--- src/rtl/mmcm_drp_ctrl_if.sv ---
// Handshake and DRP bundle between the MMCM reconfiguration controller and its surroundings.
// The controller uses the master modport; the MMCM/DRP side and the requester use slave.
interface mmcm_drp_ctrl_if;
   logic        start;
   logic [6:0]  div;
   logic        busy;
   logic        done;
   logic        err;
   logic [1:0]  err_code;
   logic        mmcm_rst;
   logic        locked;
   logic [6:0]  daddr;
   logic        den;
   logic        dwe;
   logic [15:0] di;
   logic [15:0] do_in;
   logic        drdy;

   modport master (
      input  start, div, locked, do_in, drdy,
      output busy, done, err, err_code, mmcm_rst, daddr, den, dwe, di
   );

   modport slave (
      output start, div, locked, do_in, drdy,
      input  busy, done, err, err_code, mmcm_rst, daddr, den, dwe, di
   );
endinterface

--- src/rtl/mmcm_drp_ctrl.sv ---
// Reprograms the MMCM CLKOUT0 divider over DRP: holds the MMCM in reset, read-modify-writes
// ClkReg1/ClkReg2, releases reset and waits for lock. Must run from the free-running board clock.
module mmcm_drp_ctrl #(
   parameter int DRDY_TIMEOUT = 64,
   parameter int LOCK_TIMEOUT = 1000000
) (
   input  logic            clk,
   input  logic            reset,
   mmcm_drp_ctrl_if.master bus
);

   localparam int MAX_WAIT = (LOCK_TIMEOUT > DRDY_TIMEOUT) ? LOCK_TIMEOUT : DRDY_TIMEOUT;
   localparam int TW       = $clog2(MAX_WAIT + 1);
   localparam logic [TW-1:0] DRDY_LAST = TW'(DRDY_TIMEOUT - 1);
   localparam logic [TW-1:0] LOCK_LAST = TW'(LOCK_TIMEOUT - 1);
   localparam logic [6:0] CLK_REG1 = 7'h08;
   localparam logic [6:0] CLK_REG2 = 7'h09;

   typedef enum logic [2:0] {
      IDLE, RST_ON, RD, RD_WAIT, WR, WR_WAIT, RST_OFF, LOCK_WAIT
   } CtrlState;

   CtrlState      r_state, w_nextState;
   logic          r_busy, w_nextBusy;
   logic          r_done, w_nextDone;
   logic          r_err, w_nextErr;
   logic [1:0]    r_errCode, w_nextErrCode;
   logic          r_mmcmRst, w_nextMmcmRst;
   logic          r_den, w_nextDen;
   logic          r_dwe, w_nextDwe;
   logic [6:0]    r_daddr, w_nextDaddr;
   logic [15:0]   r_di, w_nextDi;
   logic [5:0]    r_high, w_nextHigh;
   logic [5:0]    r_low, w_nextLow;
   logic          r_edge, w_nextEdge;
   logic          r_noCount, w_nextNoCount;
   logic          r_regIdx, w_nextRegIdx;
   logic [TW-1:0] r_timer, w_nextTimer;
   logic [1:0]    r_lockSync;

   logic          w_divValid;
   logic [5:0]    w_divHigh;
   logic [5:0]    w_divLow;
   logic          w_unusedDoBits;

   // LOW = div - floor(div/2) = ceil(div/2); valid range keeps both fields within 6 bits.
   assign w_divValid = (bus.div != 7'd0) && (bus.div != 7'd127);
   assign w_divHigh  = bus.div[6:1];
   assign w_divLow   = w_divHigh + {5'd0, bus.div[0]};
   assign w_unusedDoBits = ^bus.do_in[7:6];

   always_comb begin
      w_nextState   = r_state;
      w_nextBusy    = r_busy;
      w_nextDone    = 1'b0;
      w_nextErr     = 1'b0;
      w_nextErrCode = r_errCode;
      w_nextMmcmRst = r_mmcmRst;
      w_nextDen     = 1'b0;
      w_nextDwe     = 1'b0;
      w_nextDaddr   = r_daddr;
      w_nextDi      = r_di;
      w_nextHigh    = r_high;
      w_nextLow     = r_low;
      w_nextEdge    = r_edge;
      w_nextNoCount = r_noCount;
      w_nextRegIdx  = r_regIdx;
      w_nextTimer   = r_timer;

      case (r_state)
         IDLE: begin
            if (bus.start) begin
               if (!w_divValid) begin
                  w_nextErr     = 1'b1;
                  w_nextErrCode = 2'd1;
               end else begin
                  w_nextErrCode = 2'd0;
                  if (bus.div == 7'd1) begin
                     w_nextHigh    = 6'd1;
                     w_nextLow     = 6'd1;
                     w_nextEdge    = 1'b0;
                     w_nextNoCount = 1'b1;
                  end else begin
                     w_nextHigh    = w_divHigh;
                     w_nextLow     = w_divLow;
                     w_nextEdge    = bus.div[0];
                     w_nextNoCount = 1'b0;
                  end
                  w_nextBusy    = 1'b1;
                  w_nextMmcmRst = 1'b1;
                  w_nextRegIdx  = 1'b0;
                  w_nextState   = RST_ON;
               end
            end
         end
         RST_ON: begin
            w_nextDen   = 1'b1;
            w_nextDaddr = CLK_REG1;
            w_nextState = RD;
         end
         RD: begin
            w_nextTimer = '0;
            w_nextState = RD_WAIT;
         end
         RD_WAIT: begin
            if (bus.drdy) begin
               if (!r_regIdx)
                  w_nextDi = {bus.do_in[15:12], r_high, r_low};
               else
                  w_nextDi = {bus.do_in[15:8], r_edge, r_noCount, bus.do_in[5:0]};
               w_nextDen   = 1'b1;
               w_nextDwe   = 1'b1;
               w_nextState = WR;
            end else if (r_timer == DRDY_LAST) begin
               w_nextErr     = 1'b1;
               w_nextErrCode = 2'd2;
               w_nextMmcmRst = 1'b0;
               w_nextBusy    = 1'b0;
               w_nextState   = IDLE;
            end else begin
               w_nextTimer = r_timer + TW'(1);
            end
         end
         WR: begin
            w_nextTimer = '0;
            w_nextState = WR_WAIT;
         end
         WR_WAIT: begin
            if (bus.drdy) begin
               if (!r_regIdx) begin
                  w_nextRegIdx = 1'b1;
                  w_nextDaddr  = CLK_REG2;
                  w_nextDen    = 1'b1;
                  w_nextState  = RD;
               end else begin
                  w_nextMmcmRst = 1'b0;
                  w_nextTimer   = '0;
                  w_nextState   = RST_OFF;
               end
            end else if (r_timer == DRDY_LAST) begin
               w_nextErr     = 1'b1;
               w_nextErrCode = 2'd2;
               w_nextMmcmRst = 1'b0;
               w_nextBusy    = 1'b0;
               w_nextState   = IDLE;
            end else begin
               w_nextTimer = r_timer + TW'(1);
            end
         end
         // The lock window starts counting in the cycle the MMCM reset is released.
         RST_OFF: begin
            w_nextTimer = r_timer + TW'(1);
            w_nextState = LOCK_WAIT;
         end
         LOCK_WAIT: begin
            if (r_lockSync[1]) begin
               w_nextDone  = 1'b1;
               w_nextBusy  = 1'b0;
               w_nextState = IDLE;
            end else if (r_timer == LOCK_LAST) begin
               w_nextErr     = 1'b1;
               w_nextErrCode = 2'd3;
               w_nextBusy    = 1'b0;
               w_nextState   = IDLE;
            end else begin
               w_nextTimer = r_timer + TW'(1);
            end
         end
         default: w_nextState = IDLE;
      endcase
   end

   always_ff @(posedge clk) begin
      if (reset) begin
         r_state    <= IDLE;
         r_busy     <= 1'b0;
         r_done     <= 1'b0;
         r_err      <= 1'b0;
         r_errCode  <= 2'd0;
         r_mmcmRst  <= 1'b0;
         r_den      <= 1'b0;
         r_dwe      <= 1'b0;
         r_daddr    <= 7'd0;
         r_di       <= 16'd0;
         r_high     <= 6'd0;
         r_low      <= 6'd0;
         r_edge     <= 1'b0;
         r_noCount  <= 1'b0;
         r_regIdx   <= 1'b0;
         r_timer    <= '0;
         r_lockSync <= 2'b00;
      end else begin
         r_state    <= w_nextState;
         r_busy     <= w_nextBusy;
         r_done     <= w_nextDone;
         r_err      <= w_nextErr;
         r_errCode  <= w_nextErrCode;
         r_mmcmRst  <= w_nextMmcmRst;
         r_den      <= w_nextDen;
         r_dwe      <= w_nextDwe;
         r_daddr    <= w_nextDaddr;
         r_di       <= w_nextDi;
         r_high     <= w_nextHigh;
         r_low      <= w_nextLow;
         r_edge     <= w_nextEdge;
         r_noCount  <= w_nextNoCount;
         r_regIdx   <= w_nextRegIdx;
         r_timer    <= w_nextTimer;
         r_lockSync <= {r_lockSync[0], bus.locked};
      end
   end

   assign bus.busy     = r_busy;
   assign bus.done     = r_done;
   assign bus.err      = r_err;
   assign bus.err_code = r_errCode;
   assign bus.mmcm_rst = r_mmcmRst;
   assign bus.den      = r_den;
   assign bus.dwe      = r_dwe;
   assign bus.daddr    = r_daddr;
   assign bus.di       = r_di;

endmodule
--- src/flat_wrapper.sv ---
// flat-port wrapper written by rule: the top's interface ports become plain ports
module mmcm_drp_ctrl_flat 
#(
   parameter int DRDY_TIMEOUT = 64,
   parameter int LOCK_TIMEOUT = 1000000
)
  (clk, reset, bus_start, bus_div, bus_locked, bus_do_in, bus_drdy, bus_busy, bus_done, bus_err, bus_err_code, bus_mmcm_rst, bus_daddr, bus_den, bus_dwe, bus_di);
  mmcm_drp_ctrl_if bus_i ();
  input  logic clk;
  input  logic reset;
  input wire logic [$bits(bus_i.start)-1:0] bus_start;
  input wire logic [$bits(bus_i.div)-1:0] bus_div;
  input wire logic [$bits(bus_i.locked)-1:0] bus_locked;
  input wire logic [$bits(bus_i.do_in)-1:0] bus_do_in;
  input wire logic [$bits(bus_i.drdy)-1:0] bus_drdy;
  output wire logic [$bits(bus_i.busy)-1:0] bus_busy;
  output wire logic [$bits(bus_i.done)-1:0] bus_done;
  output wire logic [$bits(bus_i.err)-1:0] bus_err;
  output wire logic [$bits(bus_i.err_code)-1:0] bus_err_code;
  output wire logic [$bits(bus_i.mmcm_rst)-1:0] bus_mmcm_rst;
  output wire logic [$bits(bus_i.daddr)-1:0] bus_daddr;
  output wire logic [$bits(bus_i.den)-1:0] bus_den;
  output wire logic [$bits(bus_i.dwe)-1:0] bus_dwe;
  output wire logic [$bits(bus_i.di)-1:0] bus_di;
  assign bus_i.start = bus_start;
  assign bus_i.div = bus_div;
  assign bus_i.locked = bus_locked;
  assign bus_i.do_in = bus_do_in;
  assign bus_i.drdy = bus_drdy;
  assign bus_busy = bus_i.busy;
  assign bus_done = bus_i.done;
  assign bus_err = bus_i.err;
  assign bus_err_code = bus_i.err_code;
  assign bus_mmcm_rst = bus_i.mmcm_rst;
  assign bus_daddr = bus_i.daddr;
  assign bus_den = bus_i.den;
  assign bus_dwe = bus_i.dwe;
  assign bus_di = bus_i.di;
  mmcm_drp_ctrl #(.DRDY_TIMEOUT(DRDY_TIMEOUT), .LOCK_TIMEOUT(LOCK_TIMEOUT)) u_core (.clk(clk), .reset(reset), .bus(bus_i));
endmodule
--- config.mk ---
export PLATFORM = sky130hd
export DESIGN_NAME = mmcm_drp_ctrl_flat
export DESIGN_NICKNAME = d
export VERILOG_FILES = /design/src/rtl/mmcm_drp_ctrl_if.sv /design/src/rtl/mmcm_drp_ctrl.sv /design/src/flat_wrapper.sv
export SDC_FILE = /design/constraint.sdc
export NUM_CORES = 1
export LEC_CHECK = 0
export CORE_ASPECT_RATIO = 0.8
export CORE_MARGIN = 3
export CORE_UTILIZATION = 54
export DETAILED_ROUTE_END_ITERATION = 16
export PLACE_DENSITY_LB_ADDON = 0.05
export SETUP_SLACK_MARGIN = 0.05
export SLEW_MARGIN = 20
export SYNTH_ARGS = -nofsm -noshare
export SYNTH_HDL_FRONTEND = slang
export SYNTH_SLANG_ARGS = --single-unit
--- constraint.sdc ---
create_clock -name clk -period 3.07 [get_ports clk]
set_input_delay 0.4605 -clock clk [delete_from_list [all_inputs] [get_ports clk]]
set_output_delay 0.4605 -clock clk [all_outputs]
set_load 0.01 [all_outputs]
==> results.md <==
- Outcome: finished clean
- CTS Buffer Depth: 2
- Antenna-violating nets left: 0
- Termination of the worst setup path: u_core.r_timer[8]
- Post-layout min period: roughly 2.4 ns
- DPL Wire Length: around 6200 µm
- Slew Viols, Final: 0
- Post-cts sizing count: 0
- Clk_skew: approximately 0.0044 ns
- Clock buffer count from CTS: 9
- CTS tree: built
- I/O pins: 59
- Slowest cell on crit path: dfxtp_1
- Simple-Gate Fraction of Synth Area: a little over a quarter
- Synth warn: 0
- # hold bufs at CTS: 0
- Clock Sinks: 66
- First-pass GRT wire length: roughly 14,000 µm
- Fin cells: about 530
- Post-CTS setup buffer count: 0
- DR vias/cell: roughly 6
- Clk_lat worst skew: 0.34 ns
- Share of cells above drive strength 1: 10.8%
- Worst reg2reg path depth: 6
- Lkg Pwr: around 0.0014 µW
- Fmax: about 420 MHz
- Die area: around 0.0075 mm²
- # nets final: 474
- Reg-to-Reg End: u_core.r_timer[8]
- Synth Area in Compound Gates: between 10% and 20%
- Post-synthesis mux area share: around 7.4%
- Storage cell area: between 0.001 and 0.0015 mm²
- DRC errors left: 0
- Req. time, crit path: roughly 3.3 ns
- Synth Area in XOR/XNOR: under 10%
- GPL Wtd Cong: ~0.97
- Count of final setup violators: 0
- Die Ht: a little under 80 µm
- Avg WL per Cell: ~16 µm
- Critical Path AT: between 2 and 3 ns
- Area of the multi-input gates: 0.00199 mm²
- Startpoint Class: register
- Largest area contributor in the netlist: dfxtp_1
- Crit path from: u_core.r_state[2]
- Worst setup path category: register to register
- Worst Max-Slew Pin Slew: 0.753 ns
- Period utilization: 76.8%
- Post-Synthesis Cells: a little under 400
- Critical Path End Type: register
- Core Area: between 0.006 and 0.007 mm²
- WHS: around 0.44 ns
- CTS root buf: clkbuf_8
- Number of enable flip-flop cells after synthesis: 0
- Setup ws final: a little over 0.7 ns
- Max H-tree Level: 3
- Row count: 25
- Asr flop ratio synth: 0%
- Yosys reg bits: between 60 and 70
- Max Cap Viol: 0
- Power Density: roughly 500 mW/mm²
- Ys flop type: dfxtp_1
- Largest net degree at the start of global routing: 53
- Clock slew at reported path FFs: ~0.070 ns
- Largest family of logic cells by synthesized area: simple AND/OR/NAND/NOR gates
- DR vias: 3,205
- Fin Setup TNS: 0 ns
- Routed wire length: 8660 µm
- Worst min path class: register to register
- Area grow syn2layout: 18.8%
- IO buf count: between 50 and 60
- DRC marker count from the first detailed-route iteration: 255
- Synth area leaders: dfxtp_1 38%, mux2i_1 7.4%, nor2_1 5.0%
- Antenna violations before repair: 0
- Die X: slightly below 100 µm
- CP Cell Sequence: buf_4 -> xnor2_1 -> o21ai_1 -> inv_1 -> a211o_1 -> a32o_1
- Critical path's largest stage delay: roughly 0.54 ns
- Yosys cell types: 70
- Synthesized area: 0.00352 mm²
- Worst rel slew slack: between 40% and 50%
- RSZ-0062 raised after global routing: no
- Place WS: between 0.4 and 0.5 ns
- Filler cells: roughly 530
- Synth top area share: between 30 and 40%
- Overflow after GRT: 0
- Final Hold Fails: 0
- Vias in the first global route: between 2,000 and 3,000
- Final core utilization: 68.6%
- Syn Area/Cell: 8.85 µm²
- FF-to-FF setup slack: 0.71 ns
- Total GRT Usage: roughly 24%
- Detailed Routing Iterations Pass 1: 5
- Initial core utilization: between 50% and 60%
- Register area share after synthesis: between 30% and 40%
- Peak supply drop: 300 µV
- Cell Count Post-Placement: 511
- CP Max Fanout: 10
- R2R Path Start: u_core.r_state[2]
- Post-Synth Adder-Cell Area: 1.78%
- Ant. Diodes: 0
## power breakdown
part	internal [µW]	switching, µW	total, µW
clock	303	314	617
sequential	918	40.4	958
combinational	216	288	503
total	1440	641	2080
## worst max-delay path: cells and delay by family, from the launching register on
kind                      cells  cell delay, ns
AOI/OAI and AO/OA             3            1.08
xor gates and xnor gates      1            0.11
DFF                           1            0.54
buffers and inverters         2            0.51
## metal layers
metal  up-vias  share of wire (%)  wire (µm)  global-route usage [%]
met1      1500                 49       4260                    37.0
li1       1557                  -          -                       -
met5         -                  0          0                       0
met2       132                 41       3540                    32.5
met3        16                8.5        733                    7.66
met4         0                1.4        124                    6.68
## how the worst min path moves through the flow
stage	slack [ns]	cells past startpoint	start	end
floorplan	0.41	1	u_core.r_lockSync[0]	u_core.r_lockSync[1]
finish	0.44	1	u_core.r_lockSync[0]	u_core.r_lockSync[1]
global route	0.47	1	u_core.r_lockSync[0]	u_core.r_lockSync[1]
CTS	0.45	1	u_core.r_lockSync[0]	u_core.r_lockSync[1]
detailed placement	0.43	1	u_core.r_lockSync[0]	u_core.r_lockSync[1]
global placement	0.42	1	u_core.r_lockSync[0]	u_core.r_lockSync[1]
## layout make-up
class                      count  area share [%]
sequential                    66            31.6
clock inverter                 3           0.419
timing repair buffer          60            13.7
inverter                      11           0.987
clock buffer                  11            3.38
tap                           81            2.42
multi-input combinational    293            47.5
## cell families after synthesis
group,count (synthesis)
AO/OA/AOI/OAI,87
XOR/XNOR,5
adder cells (fa/ha/maj),5
buffers and inverters,43
flip-flops,66
multiplexers,26
other,1
AND/OR/NAND/NOR,165
## cells in the final DEF, fill, tap and decap left out, types with 3 or more instances in the layout
| cell type | Yosys | routed |
|---|---|---|
| o21ai_0 | 5 | 5 |
| ha_1 | 5 | 5 |
| nand3_1 | 17 | 17 |
| o31ai_1 | 6 | 6 |
| buf_4 | 11 | 9 |
| a31oi_1 | 4 | 4 |
| mux2i_1 | 26 | 26 |
| dfxtp_1 | 66 | 66 |
| nor4_2 | 4 | 4 |
| clkdlybuf4s50_1 | 0 | 50 |
| nor2_1 | 47 | 47 |
| nand2b_1 | 4 | 4 |
| a211oi_1 | 15 | 15 |
| nor4_1 | 7 | 7 |
| inv_1 | 10 | 10 |
| and3_1 | 6 | 6 |
| conb_1 | 1 | 5 |
| nor2b_1 | 5 | 5 |
| a311oi_1 | 3 | 3 |
| nand4_1 | 13 | 13 |
| nor2_4 | 3 | 3 |
| o41ai_1 | 4 | 4 |
| nand4b_1 | 3 | 3 |
| nor3_1 | 12 | 11 |
| nand2_1 | 22 | 22 |
| xor2_1 | 4 | 4 |
| a21oi_1 | 21 | 21 |
| nand3_2 | 3 | 3 |
| clkbuf_8 | 0 | 10 |
## through the flow
stage,total power [µW],instance area [µm²]
finish,2080,4180
global route,2190,4180
CTS,2090,4180
detailed placement,1470,4020
global placement,1460,4020
floorplan,1310,3540
## state kept, by name (all words and copies together) (netlist names)
signal and cells:
u_core.bus.busy 1, u_core.bus.err 1, u_core.r_timer 20, u_core.bus.mmcm_rst 1, u_core.r_state 3, u_core.bus.err_code 2, u_core.bus.done 1, u_core.r_lockSync 2
u_core.r_high 6, u_core.bus.di 16, u_core.r_regIdx 1, u_core.r_edge 1, u_core.r_noCount 1, u_core.bus.den 1, u_core.bus.dwe 1, u_core.r_low 6
u_core.bus.daddr 2
## cells in the mapped netlist, types with 4 or more instances
cell,number
nand4_1,13
buf_4,11
nor4_1,7
o31ai_1,6
nor4_2,4
clkbuf_1,10
ha_1,5
a31oi_1,4
buf_2,6
nand2_1,22
o41ai_1,4
nand3_1,17
nor2_1,47
dfxtp_1,66
nand2b_1,4
a211oi_1,15
mux2i_1,26
and3_1,6
xor2_1,4
o21ai_0,5
inv_1,10
nor3_1,12
nor2b_1,5
a21oi_1,21
Note: power is estimated with default switching activity, not from simulation.
